[src/rtl/bus_dest_regs_pkg.sv]
// Shared core-bus package: bus width, DM write FSM states, destination indices
// for the write-enable vector, and the multi-hot helper used by the conflict check.
package bus_dest_regs_pkg;

  localparam int BUS_W = 16;

  typedef enum logic {
    DM_IDLE = 1'b0,
    DM_REQ  = 1'b1
  } dm_state_t;

  localparam int DST_PC = 0;
  localparam int DST_AR = 1;
  localparam int DST_AC = 2;
  localparam int DST_R  = 3;
  localparam int DST_DR = 4;
  localparam int DST_A  = 5;
  localparam int DST_B  = 6;
  localparam int DST_C  = 7;
  localparam int DST_DM = 8;
  localparam int N_REG  = 8;
  localparam int N_DST  = 9;

  // True when two or more bits of the destination vector are set.
  function automatic logic multi_hot(input logic [N_DST-1:0] v);
    return (v & (v - 1'b1)) != '0;
  endfunction

endpackage

[src/rtl/bus_dest_regs_dm_write_port.sv]
// Data-memory write port: two-state req/ack FSM with a one-entry holding
// buffer and a sticky overrun flag for writes dropped while a request waits.
module bus_dm_write_port
  import bus_dest_regs_pkg::*;
#(
  parameter int WIDTH = BUS_W
) (
  input  logic             clk,
  input  logic             rst_n,
  input  logic             wr_en_i,
  input  logic [WIDTH-1:0] addr_i,
  input  logic [WIDTH-1:0] wdata_i,
  input  logic             ack_i,
  input  logic             err_clr_i,
  output logic             req_o,
  output logic [WIDTH-1:0] addr_o,
  output logic [WIDTH-1:0] wdata_o,
  output logic             overrun_o
);

  dm_state_t        state_q;
  logic             req_q;
  logic [WIDTH-1:0] addr_q;
  logic [WIDTH-1:0] wdata_q;
  logic             overrun_q;

  always_ff @(posedge clk or negedge rst_n) begin
    if (!rst_n) begin
      state_q   <= DM_IDLE;
      req_q     <= 1'b0;
      addr_q    <= '0;
      wdata_q   <= '0;
      overrun_q <= 1'b0;
    end else begin
      // Clear first so a drop in the same cycle re-sets the flag.
      if (err_clr_i) overrun_q <= 1'b0;
      case (state_q)
        DM_IDLE: begin
          if (wr_en_i) begin
            addr_q  <= addr_i;
            wdata_q <= wdata_i;
            req_q   <= 1'b1;
            state_q <= DM_REQ;
          end
        end
        DM_REQ: begin
          if (ack_i) begin
            if (wr_en_i) begin
              addr_q  <= addr_i;
              wdata_q <= wdata_i;
            end else begin
              req_q   <= 1'b0;
              state_q <= DM_IDLE;
            end
          end else if (wr_en_i) begin
            overrun_q <= 1'b1;
          end
        end
        default: begin
          req_q   <= 1'b0;
          state_q <= DM_IDLE;
        end
      endcase
    end
  end

  assign req_o     = req_q;
  assign addr_o    = addr_q;
  assign wdata_o   = wdata_q;
  assign overrun_o = overrun_q;

endmodule

[src/rtl/bus_dest_regs.sv]
// Core-bus write endpoint: destination register bank, PC/AR increment, and DM write port.
// Optional BUS_WR_CONFLICT_CHK_EN suppresses all loads when several write enables collide.
module bus_dest_regs
  import bus_dest_regs_pkg::*;
#(
  parameter int WIDTH = BUS_W
) (
  input  logic             clk,
  input  logic             rst_n,
  input  logic [WIDTH-1:0] bus,
  input  logic             PC_write_en,
  input  logic             AR_write_en,
  input  logic             AC_write_en,
  input  logic             R_write_en,
  input  logic             DR_write_en,
  input  logic             A_write_en,
  input  logic             B_write_en,
  input  logic             C_write_en,
  input  logic             DM_write_en,
  input  logic             PC_inc_en,
  input  logic             AR_inc_en,
  input  logic             err_clr,
  input  logic             dm_ack,
  output logic [WIDTH-1:0] PC_out,
  output logic [WIDTH-1:0] AR_out,
  output logic [WIDTH-1:0] AC_out,
  output logic [WIDTH-1:0] R_out,
  output logic [WIDTH-1:0] DR_out,
  output logic [WIDTH-1:0] A_out,
  output logic [WIDTH-1:0] B_out,
  output logic [WIDTH-1:0] C_out,
  output logic             dm_req,
  output logic [WIDTH-1:0] dm_addr,
  output logic [WIDTH-1:0] dm_wdata,
  output logic             dm_overrun,
  output logic             wr_conflict
);

  logic [N_DST-1:0] wr_en_vec;
  logic [N_DST-1:0] ld_en;
  logic [N_REG-1:0] inc_vec;
  logic [WIDTH-1:0] reg_val [N_REG];

  always_comb begin
    wr_en_vec         = '0;
    wr_en_vec[DST_PC] = PC_write_en;
    wr_en_vec[DST_AR] = AR_write_en;
    wr_en_vec[DST_AC] = AC_write_en;
    wr_en_vec[DST_R]  = R_write_en;
    wr_en_vec[DST_DR] = DR_write_en;
    wr_en_vec[DST_A]  = A_write_en;
    wr_en_vec[DST_B]  = B_write_en;
    wr_en_vec[DST_C]  = C_write_en;
    wr_en_vec[DST_DM] = DM_write_en;
    inc_vec           = '0;
    inc_vec[DST_PC]   = PC_inc_en;
    inc_vec[DST_AR]   = AR_inc_en;
  end

`ifdef BUS_WR_CONFLICT_CHK_EN
  logic conflict;
  logic wr_conflict_q;

  assign conflict = multi_hot(wr_en_vec);
  assign ld_en    = conflict ? '0 : wr_en_vec;

  always_ff @(posedge clk or negedge rst_n) begin
    if (!rst_n)        wr_conflict_q <= 1'b0;
    else if (conflict) wr_conflict_q <= 1'b1;
    else if (err_clr)  wr_conflict_q <= 1'b0;
  end

  assign wr_conflict = wr_conflict_q;
`else
  assign ld_en       = wr_en_vec;
  assign wr_conflict = 1'b0;
`endif

  // A load takes priority over an increment on the same register.
  for (genvar gi = 0; gi < N_REG; gi++) begin : g_reg
    logic [WIDTH-1:0] val_q;
    always_ff @(posedge clk or negedge rst_n) begin
      if (!rst_n)           val_q <= '0;
      else if (ld_en[gi])   val_q <= bus;
      else if (inc_vec[gi]) val_q <= val_q + 1'b1;
    end
    assign reg_val[gi] = val_q;
  end

  assign PC_out = reg_val[DST_PC];
  assign AR_out = reg_val[DST_AR];
  assign AC_out = reg_val[DST_AC];
  assign R_out  = reg_val[DST_R];
  assign DR_out = reg_val[DST_DR];
  assign A_out  = reg_val[DST_A];
  assign B_out  = reg_val[DST_B];
  assign C_out  = reg_val[DST_C];

  bus_dm_write_port #(.WIDTH(WIDTH)) u_dm_port (
    .clk      (clk),
    .rst_n    (rst_n),
    .wr_en_i  (ld_en[DST_DM]),
    .addr_i   (reg_val[DST_AR]),
    .wdata_i  (bus),
    .ack_i    (dm_ack),
    .err_clr_i(err_clr),
    .req_o    (dm_req),
    .addr_o   (dm_addr),
    .wdata_o  (dm_wdata),
    .overrun_o(dm_overrun)
  );

endmodule

[config.mk]
export PLATFORM = sky130hd
export DESIGN_NAME = bus_dest_regs
export DESIGN_NICKNAME = d
export VERILOG_FILES = /design/src/rtl/bus_dest_regs_pkg.sv /design/src/rtl/bus_dest_regs_dm_write_port.sv /design/src/rtl/bus_dest_regs.sv
export SDC_FILE = /design/constraint.sdc
export NUM_CORES = 1
export LEC_CHECK = 0
export CORE_ASPECT_RATIO = 1.25
export CORE_UTILIZATION = 47
export DETAILED_ROUTE_END_ITERATION = 12
export GPL_ROUTABILITY_DRIVEN = 0
export PLACE_DENSITY = 0.83
export SLEW_MARGIN = 25
export SYNTH_ARGS = -nofsm -noshare
export SYNTH_HDL_FRONTEND = slang
export SYNTH_SLANG_ARGS = --single-unit
[constraint.sdc]
create_clock -name clk -period 2.5 [get_ports clk]
set_clock_uncertainty 0.1 [all_clocks]
set_input_delay 0.5 -clock clk [delete_from_list [all_inputs] [get_ports clk]]
set_output_delay 0.5 -clock clk [all_outputs]
set_load 0.05 [all_outputs]
==> out/results.tsv, run 1 <==
stage	metric	value	unit
critical_path	crit_cells	1	
critical_path	cp-start-kind	flip-flop	
finish	fin_area	0.00945	mm^2
sta	fin_crit	2.40	ns
clock_tree	numClockSinks	163	
critical_path	crit_type	reg2out	
floorplan	pin_count	194	
clock_tree	cts_setup_buffers	0	
synthesis	synth_fp_nets	513	
finish	seqCellArea	0.00408	mm^2
finish	drive_gt1_frac	0.258	
critical_path	endpoint_kind	output pin	
synthesis	synth-seq-cells	163	
grt	track_usage	0.249	
sta	fmax	417	MHz
clock_tree	cts_buffer_depth	2	
placed_design	dp.cells	840	
floorplan	initial_core_util	0.478	
clock_tree	postCtsHoldBufs	1	
sta	setup_ws	0.101	ns
critical_path	crit_family	buffers and inverters	
detailed_routing	route.antenna.remaining_nets	0	
grt	grt_max_degree	58	
grt	grt_pass1_vias	4944	
detailed_routing	post_drt_wl_per_cell	19.4	um
sta	tightest_slew	0.566	ns
clock_tree	cts_root_buf	clkbuf_16	
power_and_ir_drop	peakVddDrop	0.463	mV
power_and_ir_drop	power_per_cell_area	880	mW/mm^2
grt	antenna_found_initial	0	
grt	grt_pass1_wl	26900	um
grt	grt_overflow	0	
detailed_routing	firstDrtPassIters	4	
synthesis	synthCells	480	
synthesis	ys_types	34	
finish	layout_common_cells	clkdlybuf4s50_1 (191), dfrtp_1 (163), mux2_2 (128)	
floorplan	die-area	0.0145	mm^2
floorplan	die_w	108	um
sta	finalHoldViolCount	0	
critical_path	path_buf_inv	1	
finish	final_cells	873	
clock_tree	cts_resized	0	
detailed_routing	drcViolationCount	0	
critical_path	r2r_cells	4	
finish	final_common_cell	clkdlybuf4s50_1	
sta	slew_viol_final	0	
placed_design	dp_hpwl	12000	um
critical_path	required	1.90	ns
critical_path	cpMaxStageDelayCell	clkdlybuf4s50_1	
floorplan	die-height	134	um
sta	whs	0.375	ns
clock_tree	clk_pin_slew	0.06	ns
placed_design	dp_slack	0.136	ns
finish	syn2layout_area_growth	43.6	%
sta	setup_violations	0	
finish	fillers	997	
critical_path	cp_cell_sequence	clkdlybuf4s50_1	
sta	finalCritPeriodShare	0.959	
synthesis	seq_area_frac_synth	0.620	
power_and_ir_drop	p_leak	3.91	nW
placed_design	io_buffer_count	192	
critical_path	worst_path_largest_cell_delay	0.87	ns
sta	rsz0062_at_grt	false	
placed_design	place_area	0.00880	mm^2
detailed_routing	wl	17000	um
sta	relSlewSlack	0.621	
sta	fin_setup_tns	0	ns
finish	antenna_cells	0	
synthesis	synth_warnings	0	
finish	multi_input_area	0.00237	mm^2
synthesis	syn_area	0.00658	mm^2
floorplan	rows	48	
clock_tree	cts_buffers	17	
worst_hold_path	hold_path_class	reg2reg	
status	status	completed	
clock_tree	htreeDepth	4	
worst_hold_path	whs_path_depth	1	
critical_path	worst-path-max-fanout	7	
synthesis	syn_area_per_cell	13.7	um^2
clock_tree	cts_tree	yes	
detailed_routing	drt_iter0_markers	139	
critical_path	cp.arrival	1.80	ns
detailed_routing	vias	4680	
finish	fin_util	0.687	
finish	layout.nets	718	
power_and_ir_drop	totalPowerFinal	8.31	mW
flow_run	drv_cap	0	
floorplan	core_area	0.0138	mm^2
clock_tree	clock_latency	0.41	ns
detailed_routing	avgViaCountPerCell	5.36	
==> power breakdown <==
part	switching [mW]	total, mW	internal (mW)
combinational	1.54	2.37	0.829
clock	1.07	2.79	1.72
sequential	0.218	3.16	2.94
total	2.83	8.31	5.49
==> path summary, 6_finish.rpt <==
check,to,start,slack [ns]
max,AR_out[5],AR_out[5]$_DFFE_PN0P_,0.10
min,u_dm_port.req_o$_DFFE_PN0P_,u_dm_port.state_q$_DFF_PN0_,0.38
max in group asynchronous,B_out[11]$_DFFE_PN0P_,rst_n,1.06
min in group asynchronous,AC_out[15]$_DFFE_PN0P_,rst_n,0.51
max reg2reg,AR_out[15]$_DFFE_PN0P_,AR_out[5]$_DFFE_PN0P_,0.44
min reg2reg,u_dm_port.req_o$_DFFE_PN0P_,u_dm_port.state_q$_DFF_PN0_,0.38
==> logic make-up after synthesis <==
family / after synthesis / share of synthesized area
fa+ha+maj: 2 / 0.00380
simple gates: 89 / 0.0696
compound gates: 40 / 0.0352
mux: 130 / 0.222
other cells: 1 / 0.000570
xor+xnor: 22 / 0.0293
buf+inv: 33 / 0.0196
flops: 163 / 0.620
==> metal layers <==
metal  track usage  part of all wire  up-vias
li1              -                 -     2103
met4        0.0913             0.020        0
met5             0                 0        -
met2         0.448              0.55      152
met1         0.277              0.38     2398
met3        0.0690             0.047       27
==> cell type report <==
type / instances / share of cell area
Timing Repair Buffer: 211 / 0.223
Tap cell: 175 / 0.0232
Clock buffer: 19 / 0.0469
Multi-Input combinational cell: 284 / 0.251
Sequential cell: 163 / 0.432
Inverter: 8 / 0.00318
Clock inverter: 13 / 0.0209
==> cells in the mapped netlist, drive strengths merged <==
master / instances / area (um^2)
ha: 2 / 25.0
nand4: 10 / 77.6
and4: 2 / 17.5
a21oi: 1 / 5.00
buf: 8 / 35.0
o22ai: 1 / 6.26
o31ai: 1 / 7.51
a31oi: 4 / 25.0
xor2: 14 / 123
o31a: 2 / 17.5
conb: 1 / 3.75
nor4: 6 / 37.5
nand3: 8 / 40.0
nand2: 37 / 139
nor3: 3 / 15.0
and2: 1 / 6.26
and3: 3 / 18.8
mux2: 128 / 1440
nand2b: 1 / 6.26
a221o: 3 / 30.0
nor3b: 3 / 22.5
xnor2: 8 / 70.1
o21ai: 28 / 140
inv: 8 / 30.0
clkbuf: 17 / 63.8
mux2i: 2 / 20.0
or4: 2 / 18.8
dfrtp: 163 / 4080
or3: 4 / 25.0
nor2: 9 / 33.8
Power figures use the tool's default switching activity.
==> inputs of run 2 (changes only) <==
--- a/config.mk
+++ b/config.mk
@@ -6,10 +6,11 @@
 export NUM_CORES = 1
 export LEC_CHECK = 0
 export CORE_ASPECT_RATIO = 1.25
-export CORE_UTILIZATION = 47
+export CORE_UTILIZATION = 60
 export DETAILED_ROUTE_END_ITERATION = 12
+export DONT_BUFFER_PORTS = 1
 export GPL_ROUTABILITY_DRIVEN = 0
-export PLACE_DENSITY = 0.83
+export PLACE_DENSITY = 0.79
 export SLEW_MARGIN = 25
 export SYNTH_ARGS = -nofsm -noshare
 export SYNTH_HDL_FRONTEND = slang
==> out/results.tsv, run 2 (synthesis gave the netlist of run 1 again) <==
stage	metric	value	unit
floorplan	core_area	0.0106	mm^2
power_and_ir_drop	p_switching	2.58	mW
detailed_routing	drcViolationCount	0	
detailed_routing	drt_iter0_markers	188	
power_and_ir_drop	power_switching_share	0.357	
floorplan	die_w	95.7	um
sta	slew_viol_final	0	
floorplan	die-height	119	um
power_and_ir_drop	clkPwrFrac	0.342	
clock_tree	clock_latency	0.42	ns
sta	setup_ws	0.562	ns
clock_tree	clk_pin_slew	0.06	ns
critical_path	worst-path-max-fanout	4	
sta	rsz0062_at_grt	false	
grt	grt_pass1_wl	22700	um
flow_run	drv_cap	0	
critical_path	r2r-end	PC_out[15]$_DFFE_PN0P_	
critical_path	ff2ff_setup_slack	0.56	ns
power_and_ir_drop	peakVddDrop	0.595	mV
clock_tree	cts_resized	0	
clock_tree	cts_buffers	17	
placed_design	io_buffer_count	0	
worst_hold_path	hold_path_class	in2async	
sta	whs	-0.325	ns
grt	track_usage	0.272	
critical_path	crit_start	PC_out[11]$_DFFE_PN0P_	
critical_path	cpMaxStageDelayCell	dfrtp_1	
critical_path	r2r-start	PC_out[11]$_DFFE_PN0P_	
critical_path	r2r_cells	4	
critical_path	cp_cell_sequence	and3_1 -> nand2_1 -> or4_1 -> a31oi_1	
finish	final_common_cell	dfrtp_1	
critical_path	crit_type	reg2reg	
finish	drive_gt1_frac	0.363	
grt	grt_max_degree	164	
power_and_ir_drop	comb_power_share	0.092	
finish	antenna_cells	0	
clock_tree	htreeDepth	4	
clock_tree	cts_tree	yes	
sta	tightest_slew	0.642	ns
sta	finalCritPeriodShare	0.775	
critical_path	required	2.74	ns
detailed_routing	firstDrtPassIters	4	
critical_path	cp-start-kind	flip-flop	
grt	antenna_found_initial	0	
floorplan	pin_count	194	
floorplan	rows	42	
power_and_ir_drop	p_leak	3.13	nW
grt	grt_overflow	0	
sta	finalHoldViolCount	163	
placed_design	dp_slack	0.558	ns
floorplan	die-area	0.0114	mm^2
critical_path	worst_path_largest_cell_delay	0.67	ns
clock_tree	cts_buffer_depth	2	
finish	layout.nets	532	
status	violations	negative hold slack	
critical_path	crit_end	PC_out[15]$_DFFE_PN0P_	
power_and_ir_drop	power_per_cell_area	978	mW/mm^2
clock_tree	cts_setup_buffers	0	
finish	layout_common_cells	dfrtp_1 (163), mux2_2 (128), nand2_1 (37)	
detailed_routing	route.antenna.remaining_nets	0	
power_and_ir_drop	internal-power	4.66	mW
status	status	finished with violations	
placed_design	dp_hpwl	9810	um
sta	fin_setup_tns	0	ns
sta	relSlewSlack	0.572	
sta	fmax	516	MHz
detailed_routing	vias	3936	
clock_tree	cts_root_buf	clkbuf_16	
critical_path	cp.arrival	2.17	ns
critical_path	endpoint_kind	flip-flop	
detailed_routing	post_drt_wl_per_cell	22.5	um
clock_tree	numClockSinks	163	
detailed_routing	wl	14500	um
grt	grt_pass1_vias	4218	
sta	setup_violations	0	
sta	fin_crit	1.94	ns
finish	syn2layout_area_growth	12.5	%
detailed_routing	avgViaCountPerCell	6.11	
floorplan	initial_core_util	0.620	
power_and_ir_drop	seqPwrFrac	0.566	
## run 2: worst max-delay path, delay by kind of cell (launching register included)
| family | cells | cell delay [ns] |
|---|---|---|
| compound gates | 1 | 0.18 |
| simple gates | 3 | 0.91 |
| flops | 1 | 0.67 |
## run 2: final cells by class
class	count	area [um^2]
Clock buffer	19	443
Clock inverter	13	128
Fill cell	731	3210
Inverter	8	30.0
Multi-Input combinational cell	284	2370
Sequential cell	163	4080
Tap cell	132	165
Timing Repair Buffer	25	188
## run 2: how the worst min path moves through the flow
stage          start                       endpoint  slack (ns)  cells past startpoint
3_5_place_dp   rst_n  u_dm_port.overrun_o$_DFF_PN0_        0.11                      0
5_1_grt        rst_n          R_out[14]$_DFFE_PN0P_       -0.35                      0
2_1_floorplan  rst_n          AC_out[0]$_DFFE_PN0P_        0.10                      0
6_report       rst_n  u_dm_port.overrun_o$_DFF_PN0_       -0.32                      0
3_3_place_gp   rst_n    u_dm_port.req_o$_DFFE_PN0P_        0.11                      0
4_1_cts        rst_n          AC_out[0]$_DFFE_PN0P_       -0.34                      0
## run 2: routing by layer
layer / track usage / share of wire / up-vias
met1: 0.289 / 0.36 / 2029
met5: 0 / 0 / -
met2: 0.484 / 0.55 / 149
li1: - / - / 1731
met3: 0.0888 / 0.065 / 27
met4: 0.107 / 0.021 / 0
## run 2: through the flow
stage | instance area, um^2 | hold slack [ns] | std cells | util | total power, mW
detailed placement | 6830 | 0.109 | 612 | 0.644 | 4.82
CTS | 7400 | -0.336 | 644 | 0.698 | 7.28
global route | 7400 | -0.346 | 644 | 0.698 | 7.47
global placement | 6830 | 0.108 | 612 | 0.644 | 4.78
finish | 7400 | -0.325 | 644 | 0.698 | 7.24
floorplan | 6580 | 0.104 | 480 | - | 4.64
## run 2: power by group through the flow
| stage | sequential, mW | combinational [mW] | clock [mW] |
|---|---|---|---|
| 6_report | 4.10 | 0.667 | 2.48 |
| 3_3_place_gp | 4.14 | 0.639 | 0 |
| 2_1_floorplan | 4.23 | 0.408 | 0 |
| 3_5_place_dp | 4.15 | 0.667 | 0 |
| 4_1_cts | 4.10 | 0.671 | 2.50 |
| 5_1_grt | 4.14 | 0.717 | 2.62 |
